--- config.mk ---
export PLATFORM = sky130hd
export DESIGN_NAME = lmsm_sequencer_flat
export DESIGN_NICKNAME = d
export VERILOG_FILES = /design/src/rtl/lmsm_sequencer_if.sv /design/src/rtl/lmsm_sequencer.sv /design/src/flat_wrapper.sv
export SDC_FILE = /design/constraint.sdc
export NUM_CORES = 1
export LEC_CHECK = 0
export BUFFER_PORTS_ARGS = -buffer_cell sky130_fd_sc_hd__buf_4
export CORE_ASPECT_RATIO = 1.75
export CORE_MARGIN = 2
export CORE_UTILIZATION = 45
export CTS_CLUSTER_DIAMETER = 30
export DETAILED_ROUTE_END_ITERATION = 12
export GPL_ROUTABILITY_DRIVEN = 1
export GPL_TIMING_DRIVEN = 0
export PLACE_DENSITY = 0.76
export SLEW_MARGIN = 30
export SYNTH_ARGS = -nofsm -noshare
export SYNTH_HDL_FRONTEND = slang
export SYNTH_SLANG_ARGS = --single-unit
--- constraint.sdc ---
create_clock -name clk -period 3.58 [get_ports clk]
set_input_delay 0.716 -clock clk [delete_from_list [all_inputs] [get_ports clk]]
set_output_delay 0.716 -clock clk [all_outputs]
set_load 0.05 [all_outputs]
--- src/rtl/lmsm_sequencer_if.sv ---
// rtl/lmsm_sequencer_if.sv - micro-op issue bus between the LM/SM sequencer and execute
interface lmsm_sequencer_if #(
    parameter int ADDR_W = 16,
    parameter int NREG   = 8
);
    logic                      uop_valid;
    logic                      uop_ready;
    logic                      uop_is_load;
    logic [$clog2(NREG)-1:0]   uop_reg;
    logic [ADDR_W-1:0]         uop_addr;
    logic                      uop_pc_write;

    modport master (
        output uop_valid, uop_is_load, uop_reg, uop_addr, uop_pc_write,
        input  uop_ready
    );

    modport slave (
        input  uop_valid, uop_is_load, uop_reg, uop_addr, uop_pc_write,
        output uop_ready
    );
endinterface

--- src/rtl/lmsm_sequencer.sv ---
// rtl/lmsm_sequencer.sv - expands LM/SM into ascending single-register micro-ops
module lmsm_sequencer #(
    parameter int ADDR_W = 16,
    parameter int NREG   = 8
) (
    input  logic              clk,
    input  logic              resetn,
    input  logic              flush,
    input  logic              instr_valid,
    input  logic              is_lm,
    input  logic              is_sm,
    input  logic [ADDR_W-1:0] base_addr,
    input  logic [NREG-1:0]   reg_list,
    lmsm_sequencer_if.master  uop,
    output logic              stall,
    output logic              busy,
    output logic              done
);
    localparam int IDX_W = $clog2(NREG);

    typedef enum logic [0:0] {S_IDLE, S_RUN} state_t;

    state_t            state_q, state_d;
    logic [NREG-1:0]   pending_q, pending_d;
    logic [ADDR_W-1:0] addr_q, addr_d;
    logic              op_q, op_d;
    logic              done_q, done_d;

    logic [NREG-1:0]   low_bit;
    logic [IDX_W-1:0]  low_idx;
    logic              last;
    logic              start;

    // Priority encoder: descending scan so the lowest set bit is written last.
    always_comb begin
        low_idx = '0;
        for (int i = NREG - 1; i >= 0; i--) begin
            if (pending_q[i]) low_idx = IDX_W'(i);
        end
        low_bit = pending_q & (~pending_q + NREG'(1));
        last    = (pending_q & ~low_bit) == '0;
    end

    assign start = (state_q == S_IDLE) && instr_valid && (is_lm || is_sm) && !flush;

    always_comb begin
        state_d          = state_q;
        pending_d        = pending_q;
        addr_d           = addr_q;
        op_d             = op_q;
        done_d           = 1'b0;
        stall            = 1'b0;
        uop.uop_valid    = 1'b0;
        uop.uop_is_load  = 1'b0;
        uop.uop_reg      = '0;
        uop.uop_addr     = '0;
        uop.uop_pc_write = 1'b0;

        case (state_q)
            S_IDLE: begin
                if (start) begin
                    pending_d = reg_list;
                    addr_d    = base_addr;
                    op_d      = is_lm;
                    if (reg_list != '0) begin
                        state_d = S_RUN;
                        stall   = 1'b1;
                    end else begin
                        done_d  = 1'b1;
                    end
                end
            end
            S_RUN: begin
                if (flush) begin
                    state_d   = S_IDLE;
                    pending_d = '0;
                end else begin
                    uop.uop_valid    = 1'b1;
                    uop.uop_is_load  = op_q;
                    uop.uop_reg      = low_idx;
                    uop.uop_addr     = addr_q;
                    uop.uop_pc_write = op_q && (low_idx == IDX_W'(NREG - 1));
                    // Decode may advance only on the final handshake.
                    stall            = !(uop.uop_ready && last);
                    if (uop.uop_ready) begin
                        pending_d = pending_q & ~low_bit;
                        addr_d    = addr_q + ADDR_W'(1);
                        if (last) begin
                            state_d = S_IDLE;
                            done_d  = 1'b1;
                        end
                    end
                end
            end
            default: state_d = S_IDLE;
        endcase
    end

    always_ff @(posedge clk) begin
        if (!resetn) begin
            state_q   <= S_IDLE;
            pending_q <= '0;
            addr_q    <= '0;
            op_q      <= 1'b0;
            done_q    <= 1'b0;
        end else begin
            state_q   <= state_d;
            pending_q <= pending_d;
            addr_q    <= addr_d;
            op_q      <= op_d;
            done_q    <= done_d;
        end
    end

    assign busy = (state_q == S_RUN);
    assign done = done_q;
endmodule
--- src/flat_wrapper.sv ---
// flat-port wrapper written by rule: the top's interface ports become plain ports
module lmsm_sequencer_flat 
#(
    parameter int ADDR_W = 16,
    parameter int NREG   = 8
)
  (clk, resetn, flush, instr_valid, is_lm, is_sm, base_addr, reg_list, stall, busy, done, uop_uop_valid, uop_uop_is_load, uop_uop_reg, uop_uop_addr, uop_uop_pc_write, uop_uop_ready);
  lmsm_sequencer_if #(.ADDR_W(ADDR_W), .NREG(NREG)) uop_i ();
  input  logic clk;
  input  logic resetn;
  input  logic flush;
  input  logic instr_valid;
  input  logic is_lm;
  input  logic is_sm;
  input  logic [ADDR_W-1:0] base_addr;
  input  logic [NREG-1:0] reg_list;
  output logic stall;
  output logic busy;
  output logic done;
  output wire logic [$bits(uop_i.uop_valid)-1:0] uop_uop_valid;
  output wire logic [$bits(uop_i.uop_is_load)-1:0] uop_uop_is_load;
  output wire logic [$bits(uop_i.uop_reg)-1:0] uop_uop_reg;
  output wire logic [$bits(uop_i.uop_addr)-1:0] uop_uop_addr;
  output wire logic [$bits(uop_i.uop_pc_write)-1:0] uop_uop_pc_write;
  input wire logic [$bits(uop_i.uop_ready)-1:0] uop_uop_ready;
  assign uop_uop_valid = uop_i.uop_valid;
  assign uop_uop_is_load = uop_i.uop_is_load;
  assign uop_uop_reg = uop_i.uop_reg;
  assign uop_uop_addr = uop_i.uop_addr;
  assign uop_uop_pc_write = uop_i.uop_pc_write;
  assign uop_i.uop_ready = uop_uop_ready;
  lmsm_sequencer #(.ADDR_W(ADDR_W), .NREG(NREG)) u_core (.clk(clk), .resetn(resetn), .flush(flush), .instr_valid(instr_valid), .is_lm(is_lm), .is_sm(is_sm), .base_addr(base_addr), .reg_list(reg_list), .uop(uop_i), .stall(stall), .busy(busy), .done(done));
endmodule
==> impl_metrics.tcl <==
set metrics [dict create \
    grt_pass1_wl_um 8450 \
    async_flop_share_pct 0 \
    holdWs_ns 0.499 \
    drv_slew 0 \
    path_max_fanout 9 \
    clock_path_buffers 2 \
    max_freq_mhz 326 \
    peakVddDrop_uv 253 \
    final_common_cell "buf_4" \
    worst_slack_ns 0.512 \
    critPathLaunchType "flip-flop" \
    grt_max_degree 15 \
    end_kind "output pin" \
    die_width_um 51.1 \
    synth.distinct_cells 45 \
    hold_buffers 0 \
    core-area_sq_mm 0.00379 \
    cts_resized 0 \
    dpl_cell_area_sq_mm 0.00221 \
    synth_top_family_by_area "simple AND/OR/NAND/NOR gates" \
    grtUsageMet1_pct 26.4 \
    required_ns 2.86 \
    tns_ns 0 \
    io_buffers 54 \
    path_delay_family "simple AND/OR/NAND/NOR gates" \
    grt-ovfl-total 0 \
    grt_usage_pct 25.0 \
    placed_cells 338 \
    clock_skew_ns 0.00367 \
    clkSinkCount 27 \
    start_util_pct 46.1 \
    place.gp.congestion 0.864 \
    synthesis.nets 268 \
    maxSlewHeadroom_pct 56.7 \
    fin_crit_sh_pct 85.7 \
    outcome "complete, no violations" \
    cap_violations 0 \
    clk_latency_ns 0.28 \
    place_worst_setup_slack_ns 0.646 \
    period_minus_slack_ns 3.07 \
    vias 2019 \
    fin_area_sq_mm 0.00226 \
    nets 327 \
    drt_iter0_drc 81 \
    wl_um 5260 \
    worst_pin_slew_ns 0.644 \
    ant_nets 0 \
    die_h_um 86.4 \
    min_path_type "flip-flop to flip-flop" \
    clk_pin_slew_ns 0.10 \
    syn_area_per_cell_sq_um 7.41 \
    htree_levels 1 \
    seq_area_sq_um 541 \
    p_total_mw 0.674 \
    n_antenna_cell 0 \
    use_met3_pct 2.41 \
    synth_fa_ha_area_share_pct 1.29 \
    grt_pass1_vias 1881 \
    crit_type "flip-flop to output pin" \
    ys_seq_elements 27 \
    busiest_layer "met2" \
    antenna_found_initial 0 \
    wl_per_cell_um 15.4 \
    hold_viol 0 \
    cts_tree "done" \
    drc 0 \
    stdcell_count 342 \
    crit_arrival_ns 2.35 \
    max_stage_delay_ns 0.55 \
    dr.pass1.iters 4 \
    synth_edf_count 0 \
    path_cells "buf_2 > or4_4 > or2_4 > a211oi_1 > o211ai_1 > a22o_1 > buf_4" \
    power.density_mw_per_mm2 298 \
    syn_inst 236 \
    numCtsBuffers 3 \
    multi_input_comb_area_sq_mm 0.00110 \
    layout_common_cells "54 x buf_4, 27 x dfxtp_1, 24 x nand2_1, 19 x a21oi_1, 19 x o21ai_0" \
    grtUsageMet2_pct 47.0 \
    viasPerCell 5.90 \
    yosysSeqAreaShare_pct 30.9 \
    crit_slowest_cell "or4_4" \
    post_cts_buffers 0 \
    synth-compound-area-share_pct 29.7 \
    yosysWarningCount 0 \
    n_fill_cell 389 \
    die_area_sq_mm 0.00442 \
    utilization_pct 59.6 \
    rows 30 \
    drive_gt1_share_pct 22.4 \
    syn_area_sq_mm 0.00175 \
    critPathBufInv 2 \
    synthMuxAreaShare_pct 1.15 \
    synth_xor_area_share_pct 0 \
    area_growth_pct 29.2 \
    p_leak_nw 0.895 \
    ios 56 \
    grt_setup_unrepaired "no" \
    synth_ff_type "dfxtp_1" \
    synthSimpleGateAreaFrac_pct 30.6 \
    report.final.setup_viol 0 \
    root_buffer "clkbuf_8" \
    dp_hpwl_um 3930 \
]
==> state kept, by name, indices dropped and copies added, names as in the netlist <==
| name | count |
|---|---|
| u_core.addr_q | 16 |
| u_core.pending_q | 8 |
| u_core.busy | 1 |
| u_core.done | 1 |
| u_core.op_q | 1 |
==> cell type report <==
class / instances / area share [%]
sequential: 27 / 23.9
buffer: 17 / 3.27
inverter: 10 / 1.66
timing repair buffer: 54 / 18.0
tap: 48 / 2.66
multi-input combinational: 182 / 48.5
clock buffer: 4 / 1.99
==> tightest hold or removal path, cell delays in order (launching register included) <==
cell,delay [ns]
dfxtp_1,0.34
nand2_1,0.06
o2bb2ai_1,0.06
==> synth_stat cells (2+ instances only) <==
master | number | area [sq um]
a211oi_1 | 4 | 30.0
a21oi_1 | 19 | 95.1
a22o_1 | 2 | 17.5
a32o_1 | 9 | 90.1
and2_1 | 18 | 113
and3_1 | 2 | 12.5
buf_2 | 2 | 10.0
clkbuf_1 | 14 | 52.6
dfxtp_1 | 27 | 541
inv_1 | 10 | 37.5
mux2i_1 | 2 | 20.0
nand2_1 | 24 | 90.1
nand3_1 | 6 | 30.0
nand4_1 | 3 | 18.8
nor2_1 | 12 | 45.0
nor3_1 | 14 | 70.1
nor3b_1 | 2 | 15.0
nor4_1 | 10 | 62.6
o21ai_0 | 19 | 95.1
o21bai_1 | 2 | 15.0
o22ai_1 | 6 | 37.5
o2bb2ai_1 | 3 | 26.3
o31ai_1 | 3 | 22.5
or2_2 | 2 | 12.5
==> metal layers <==
layer  wire length, um  vias up
met5                 0        -
met4               155        0
met3               225       11
met2              2850       67
met1              2030      944
li1                  -      997
==> cell families (layout without fill, tap and decap cells) <==
| logic type | after synthesis | count (layout) |
|---|---|---|
| AOI/OAI and AO/OA | 77 | 77 |
| DFF | 27 | 27 |
| muxes | 2 | 2 |
| and+or+nand+nor | 101 | 101 |
| adders and majority gates | 2 | 2 |
| buffers and inverters | 27 | 85 |
==> report_power, final <==
group / switching [mW] / internal (mW) / total, mW
logic: 0.0866 / 0.0691 / 0.156
clock network: 0.103 / 0.0802 / 0.183
registers: 0.0189 / 0.316 / 0.335
total: 0.208 / 0.466 / 0.674
==> worst paths after layout <==
path	start	to	slack, ns	cells after the start
worst max-delay path	u_core.pending_q[1]	stall	0.51	7
worst min-delay path	u_core.addr_q[15]	u_core.addr_q[15]	0.50	2
worst max register to register	u_core.addr_q[0]	u_core.addr_q[12]	1.58	6
worst min register to register	u_core.addr_q[15]	u_core.addr_q[15]	0.50	2
(Power assumes the default switching activity.)
